[src/rtl/wb_arbiter.sv]
// Writeback arbiter: merges a priority single-cycle ALU result with a FIFO-buffered
// long-latency result onto the registered register-file write port.
module wb_arbiter #(
   parameter int unsigned DEPTH        = 2,
   parameter int unsigned STARVE_LIMIT = 4,
   parameter int unsigned CNT_W        = 3
) (
   input  logic        clk,
   input  logic        reset,
   input  logic        alu_valid,
   input  logic [4:0]  alu_reg,
   input  logic [31:0] alu_data,
   output logic        alu_stall,
   input  logic        lng_valid,
   output logic        lng_ready,
   input  logic [4:0]  lng_reg,
   input  logic [31:0] lng_data,
   input  logic [4:0]  q_reg,
   output logic        q_busy,
   output logic        RegWrite,
   output logic [4:0]  WriteReg,
   output logic [31:0] WriteData
);

   localparam int unsigned PW = (DEPTH > 1) ? $clog2(DEPTH) : 1;

   logic [4:0]  fifo_reg_q  [DEPTH];
   logic [4:0]  fifo_reg_d  [DEPTH];
   logic [31:0] fifo_data_q [DEPTH];
   logic [31:0] fifo_data_d [DEPTH];
   logic [PW-1:0] rd_ptr_q, rd_ptr_d, wr_ptr_q, wr_ptr_d;
   logic [PW:0]   count_q, count_d;
   logic [CNT_W-1:0] starve_q, starve_d;
   logic        regwrite_q, regwrite_d;
   logic [4:0]  writereg_q, writereg_d;
   logic [31:0] writedata_q, writedata_d;

   logic        empty, full, push, pop, win;
   logic [4:0]  win_reg;
   logic [31:0] win_data;
   logic [PW-1:0] offs;

   always_comb begin
      fifo_reg_d  = fifo_reg_q;
      fifo_data_d = fifo_data_q;
      rd_ptr_d    = rd_ptr_q;
      wr_ptr_d    = wr_ptr_q;
      starve_d    = starve_q;
      win         = 1'b0;
      pop         = 1'b0;
      win_reg     = '0;
      win_data    = '0;

      empty     = (count_q == '0);
      full      = (count_q == (PW+1)'(DEPTH));
      lng_ready = !full;
      alu_stall = !empty && (starve_q == CNT_W'(STARVE_LIMIT));
      push      = lng_valid && !full;

      if (alu_stall || (!alu_valid && !empty)) begin
         win      = 1'b1;
         pop      = 1'b1;
         win_reg  = fifo_reg_q[rd_ptr_q];
         win_data = fifo_data_q[rd_ptr_q];
      end else if (alu_valid) begin
         win      = 1'b1;
         win_reg  = alu_reg;
         win_data = alu_data;
      end

      // ALU beat a waiting FIFO head: count the lost round, saturating at the limit.
      if (pop || empty) begin
         starve_d = '0;
      end else if (alu_valid && (starve_q != CNT_W'(STARVE_LIMIT))) begin
         starve_d = starve_q + 1'b1;
      end

      if (pop) begin
         rd_ptr_d = rd_ptr_q + 1'b1;
      end
      if (push) begin
         fifo_reg_d[wr_ptr_q]  = lng_reg;
         fifo_data_d[wr_ptr_q] = lng_data;
         wr_ptr_d              = wr_ptr_q + 1'b1;
      end
      count_d = count_q + (PW+1)'(push) - (PW+1)'(pop);

      regwrite_d  = win && (win_reg != 5'd0);
      writereg_d  = win ? win_reg : writereg_q;
      writedata_d = win ? win_data : writedata_q;
   end

   always_comb begin
      q_busy = 1'b0;
      offs   = '0;
      for (int i = 0; i < DEPTH; i++) begin
         offs = PW'(i) - rd_ptr_q;
         if (({1'b0, offs} < count_q) && (fifo_reg_q[i] == q_reg)) begin
            q_busy = 1'b1;
         end
      end
      if (regwrite_q && (writereg_q == q_reg)) begin
         q_busy = 1'b1;
      end
      if (q_reg == 5'd0) begin
         q_busy = 1'b0;
      end
   end

   always_ff @(posedge clk or negedge reset) begin
      if (!reset) begin
         for (int i = 0; i < DEPTH; i++) begin
            fifo_reg_q[i]  <= '0;
            fifo_data_q[i] <= '0;
         end
         rd_ptr_q    <= '0;
         wr_ptr_q    <= '0;
         count_q     <= '0;
         starve_q    <= '0;
         regwrite_q  <= 1'b0;
         writereg_q  <= '0;
         writedata_q <= '0;
      end else begin
         fifo_reg_q  <= fifo_reg_d;
         fifo_data_q <= fifo_data_d;
         rd_ptr_q    <= rd_ptr_d;
         wr_ptr_q    <= wr_ptr_d;
         count_q     <= count_d;
         starve_q    <= starve_d;
         regwrite_q  <= regwrite_d;
         writereg_q  <= writereg_d;
         writedata_q <= writedata_d;
      end
   end

   assign RegWrite  = regwrite_q;
   assign WriteReg  = writereg_q;
   assign WriteData = writedata_q;

endmodule

[config.mk]
export PLATFORM = sky130hd
export DESIGN_NAME = wb_arbiter
export DESIGN_NICKNAME = d
export VERILOG_FILES = /design/src/rtl/wb_arbiter.sv
export SDC_FILE = /design/constraint.sdc
export NUM_CORES = 1
export LEC_CHECK = 0
export CORE_ASPECT_RATIO = 1.4
export CORE_MARGIN = 2
export CORE_UTILIZATION = 45
export DETAILED_ROUTE_END_ITERATION = 8
export MAX_ROUTING_LAYER = met4
export PLACE_DENSITY = 0.8
export SLEW_MARGIN = 0
export SYNTH_ARGS = -nofsm -noshare
export SYNTH_HDL_FRONTEND = slang
export SYNTH_SLANG_ARGS = --single-unit
[constraint.sdc]
create_clock -name clk -period 3.27 [get_ports clk]
set_clock_uncertainty 0.15 [all_clocks]
set_input_delay 0.654 -clock clk [delete_from_list [all_inputs] [get_ports clk]]
set_output_delay 0.654 -clock clk [all_outputs]
set_load 0.01 [all_outputs]
## Word level (Yosys, flattened, before mapping)

Index checks and enable logic that the tools add are counted.
W data, S select, Z words.

- Register bits after elaboration: 119
- Bits of input ports: 83
- Output and inout port bits: 41
- Word-level logic and storage cells: 74

- Add/subtract/negate cells: 7
- Magnitude comparators: 5
- Equality and inequality tests: 6
- Muxes and demuxes: 25
- Bitwise gates (word level): 2
- Reduce and logical (&&, ||, !) cells: 18

Operators with widths:

| cell | number |
|---|---|
| $mux W32 | 6 |
| $bwmux W64 | 1 |
| $demux W32 S1 | 1 |
| $mux W5 | 6 |
| $eq A5 B5 Y1 | 3 |
| $bwmux W10 | 1 |
| $logic_and A1 B1 Y1 | 9 |
| $mux W1 | 7 |
| $mux W3 | 2 |
| $demux W5 S1 | 1 |
| $logic_not A5 Y1 | 1 |
| $reduce_bool A5 Y1 | 1 |
| $ge A2 B2 Y1 const B | 2 |
| $lt A1 B2 Y1 | 2 |
| $not A1 Y2 | 2 |
| $add A3 B1 Y3 const B | 1 |
| $eq A3 B3 Y1 const B | 1 |
| $logic_not A1 Y1 | 3 |
| $ne A3 B3 Y1 const B | 1 |
| $add A1 B1 Y1 const B | 2 |
| $add A2 B1 Y2 | 1 |
| $eq A2 B2 Y1 const B | 1 |
| $logic_not A2 Y1 | 1 |
| $logic_or A1 B1 Y1 | 2 |
| other kinds (4) | 5 |

## Depth between registers and ports, before layout

- Depth after elaboration: 7
- Mapped depth: 11
- Mapped depth without buffers: 10

## Worst setup path after synthesis

Ideal clock, no wire load.

- Path kind: in2out
- Start: input q_reg[3]
- End: output q_busy
- Arrival: 1.385 ns
- Path slack: 1.081 ns
- Stages: 4
- Cell sequence: xor2_1 nor4_1 nand3_1 a21oi_1

- Cells in the longest elaborated chain, start to end: 6

Ends and longest elaborated chain:

| what | line | RTL |
|---|---|---|
| start: declaration | 18 | `input logic [4:0] q_reg,` |
| $eq A5 B5 Y1 | 98 | `if (({1'b0, offs} < count_q) && (fifo_reg_q[i] == q_reg)) begin` |
| $logic_and A1 B1 Y1 | 98 |  |
| $mux W1 (2 in a row) | 98 |  |
| $mux W1 | 102 | `if (regwrite_q && (writereg_q == q_reg)) begin` |
| $mux W1 (*) | 105 | `if (q_reg == 5'd0) begin` |
| end: declaration | 19 | `output logic q_busy,` |

Every way passes the cells marked *; elsewhere a longest branch is shown, timed or not.

## Worst setup path after layout

- Start: input q_reg[1]
- End: output q_busy

Same word-level chain as after synthesis.

==> impl_metrics.csv <==
group,metric,value,unit
placement,routabilityCongestion,0.780,
yosys,yosysSeqAreaShare,55.4,%
floorplan,io_pins,124,
floorplan,die-height,133,um
sta,setup_viol,0,
clock_network,post-cts-setup-buffer-count,0,
clock_network,root_buffer,"clkbuf_16",
outcome,outcome,"completed",
sta,fin_crit,3.15,ns
setup_path,start_kind,"input pin",
route,vias_per_cell,5.47,
yosys,synth_edf_count,0,
flow_run,cap_violations,0,
global_route,grt_max_degree,76,
min_path,hold_path.class,"input pin to async pin",
clock_network,cts.clk_slew.worst_paths,0.05,ns
clock_network,cts_inserted_buffers,17,
sta,hold_ws,0.0885,ns
global_route,grt_use_total,21.9,%
sta,maxSlewViolCount,0,
power,p_leak,3.08,nW
global_route,grt_pass1_vias,4174,
clock_network,cts_tree,"yes",
clock_network,cts_resized,0,
yosys,synthTopCellsByArea,"dfrtp_1, mux2_2, mux2i_1",
sta,timing.fmax,0.318,GHz
sta,fin_setup_tns,0,ns
global_route,grt_first_pass_wirelength,20600,um
yosys,yosys.area.top_type,"dfrtp_1",
finish,fillers,918,
floorplan,num_rows,47,
setup_path,critPathKind,"input pin to primary output",
finish,nNetsFinal,632,
clock_network,clockBufferDepth,2,
sta,rsz0062_at_grt,"false",
setup_path,endpoint_kind,"primary output",
placement,portBuffers,123,
yosys,synthArstFlopShare,100,%
yosys,synth_top_cells_by_count,"dfrtp_1, mux2_2, nor2_1",
clock_network,htreeDepth,4,
sta,fin_crit_sh,96.2,%
yosys,mappedNetlistArea,5380,um2
route,dr.pass1.iters,4,
floorplan,fp.dieW,96.4,um
setup_path,worst-r2r-cell-count,7,
placement,dpl.hpwl,8630,um
floorplan,coreArea,11800,um2
global_route,antenna_found_initial,1,
route,wl_per_cell,18.2,um
route,ant_nets,0,
route,drt-initial-drc-count,166,
route,dr_total_vias,3856,
sta,max_slew.worst_pin.slew,0.641,ns
sta,hold_violations,0,
yosys,yosysWarnings,0,
finish,synthToLayoutAreaGrowth,37.1,%
yosys,ys_ff_latch,119,
yosys,yosysMostFrequentCell,"dfrtp_1",
route,drcViolationCount,0,
global_route,gr-total-overflow,0,
yosys,synthCells,420,
yosys,synth_cell_types,37,
clock_network,clk_latency,0.41,ns
finish,final_layout_size_suffix_gt1_share,20.8,%
floorplan,initial_core_util,45.7,%
setup_path,path_max_fanout,4,
clock_network,cts_sinks,119,
yosys,synth.avg_cell_area,12.8,um2
yosys,ys.flop_type,"dfrtp_1",
sta,max_slew_margin,57.3,%
power,powerDensity,994,nW/um2
yosys,syn_nets,507,
yosys,synth_top_area_share,55.4,%
power,ir_drop,0.000425,V
route,drt-total-wl,12800,um
setup_path,cp.required,2.47,ns
setup_path,cp.arrival,2.34,ns
floorplan,fp.dieArea,12900,um2
clock_network,postCtsHoldBufs,0,
==> final timing paths <==
path	from	end	slack, ns
max reg2reg	starve_q[0]	RegWrite	1.19
max in group asynchronous	reset	rd_ptr_q	2.05
max	q_reg[1]	q_busy	0.12
min reg2reg	WriteData[5]	WriteData[5]	0.33
min	reset	fifo_data_q[51]	0.09
min in group clk	WriteData[5]	WriteData[5]	0.33
==> report_power, final <==
part | internal, mW | switching, mW | leakage, nW
clock | 1.38 | 0.619 | 0.316
sequential | 2.22 | 0.491 | 1.41
combinational | 1.48 | 1.15 | 1.36
==> sequential cells by signal (all words and copies together) (netlist names) <==
name / count
fifo_data_q: 64
WriteData: 32
fifo_reg_q: 10
WriteReg: 5
starve_q: 3
count_q: 2
RegWrite: 1
rd_ptr_q: 1
wr_ptr_q: 1
==> per-layer routing <==
layer | global-route usage [%] | share of wire [%]
met5 | - | 0
met4 | 10.6 | 3.4
met2 | 37.0 | 54
met3 | 5.15 | 4.4
met1 | 23.8 | 38
==> per-stage QoR <==
stage | total power, mW | area, um2 | setup WS [ns] | instances | util, %
2_1_floorplan | 4.34 | 5380 | 1.08 | 420 | -
3_3_place_gp | 5.23 | 6730 | 0.0517 | 673 | 57.2
3_5_place_dp | 5.37 | 6730 | 0.0257 | 673 | 57.2
4_1_cts | 7.40 | 7360 | 0.0140 | 704 | 62.6
5_1_grt | 7.77 | 7370 | 0.0306 | 705 | 62.7
6_report | 7.33 | 7370 | 0.124 | 705 | 62.7
==> kinds of logic (layout without fill, tap and decap cells) <==
kind of cell             count (synthesis)  count (layout)  synth area share (%)
flip-flops                             119             119                  55.4
multiplexers                            96              96                  19.6
AO/OA/AOI/OAI                           77              77                  10.1
AND/OR/NAND/NOR                         76              76                  7.49
buffers and inverters                   29             166                  3.42
XOR/XNOR                                19              19                  3.09
adder cells (fa/ha/maj)                  4               4                 0.931
other                                    0               1                     0
==> critical path, cell delays in order <==
cell and delay (ns):
clkdlybuf4s50_1 0.56, xnor2_1 0.15, nand4_1 0.12, o32a_1 0.19, a21oi_1 0.13, clkdlybuf4s50_1 0.54
==> final cells by class <==
| type | instances | area, um2 | area share (%) |
|---|---|---|---|
| tap | 147 | 184 | 2.49 |
| clock buffer | 21 | 460 | 6.24 |
| sequential | 119 | 2980 | 40.4 |
| clock inverter | 10 | 175 | 2.38 |
| inverter | 4 | 15.0 | 0.204 |
| antenna | 1 | 2.50 | 0.0339 |
| timing repair buffer | 131 | 1340 | 18.1 |
| multi-input combinational | 272 | 2220 | 30.1 |
==> layout by cell type, fill, tap and decap left out, types with 2 or more instances in the layout <==
master | netlist | final
mux2_1 | 4 | 4
dlymetal6s2s_1 | 0 | 4
a221o_1 | 4 | 4
o31ai_1 | 16 | 16
nand3_1 | 2 | 2
a211oi_1 | 16 | 16
clkbuf_8 | 0 | 2
dfrtp_1 | 119 | 118
clkbuf_1 | 6 | 2
a21oi_1 | 2 | 2
bufinv_16 | 0 | 5
inv_1 | 3 | 3
buf_4 | 3 | 6
xor2_1 | 5 | 5
ha_1 | 4 | 4
nor2_1 | 25 | 25
mux2i_1 | 21 | 21
nor2b_1 | 17 | 17
mux2_2 | 71 | 71
clkdlybuf4s50_1 | 0 | 118
clkbuf_16 | 0 | 17
xnor2_1 | 14 | 14
a22oi_1 | 17 | 17
buf_12 | 0 | 3
clkinv_2 | 0 | 5
nand2_1 | 20 | 20
o21ai_0 | 18 | 18
nand4_1 | 3 | 3
(Power assumes the default switching activity.)
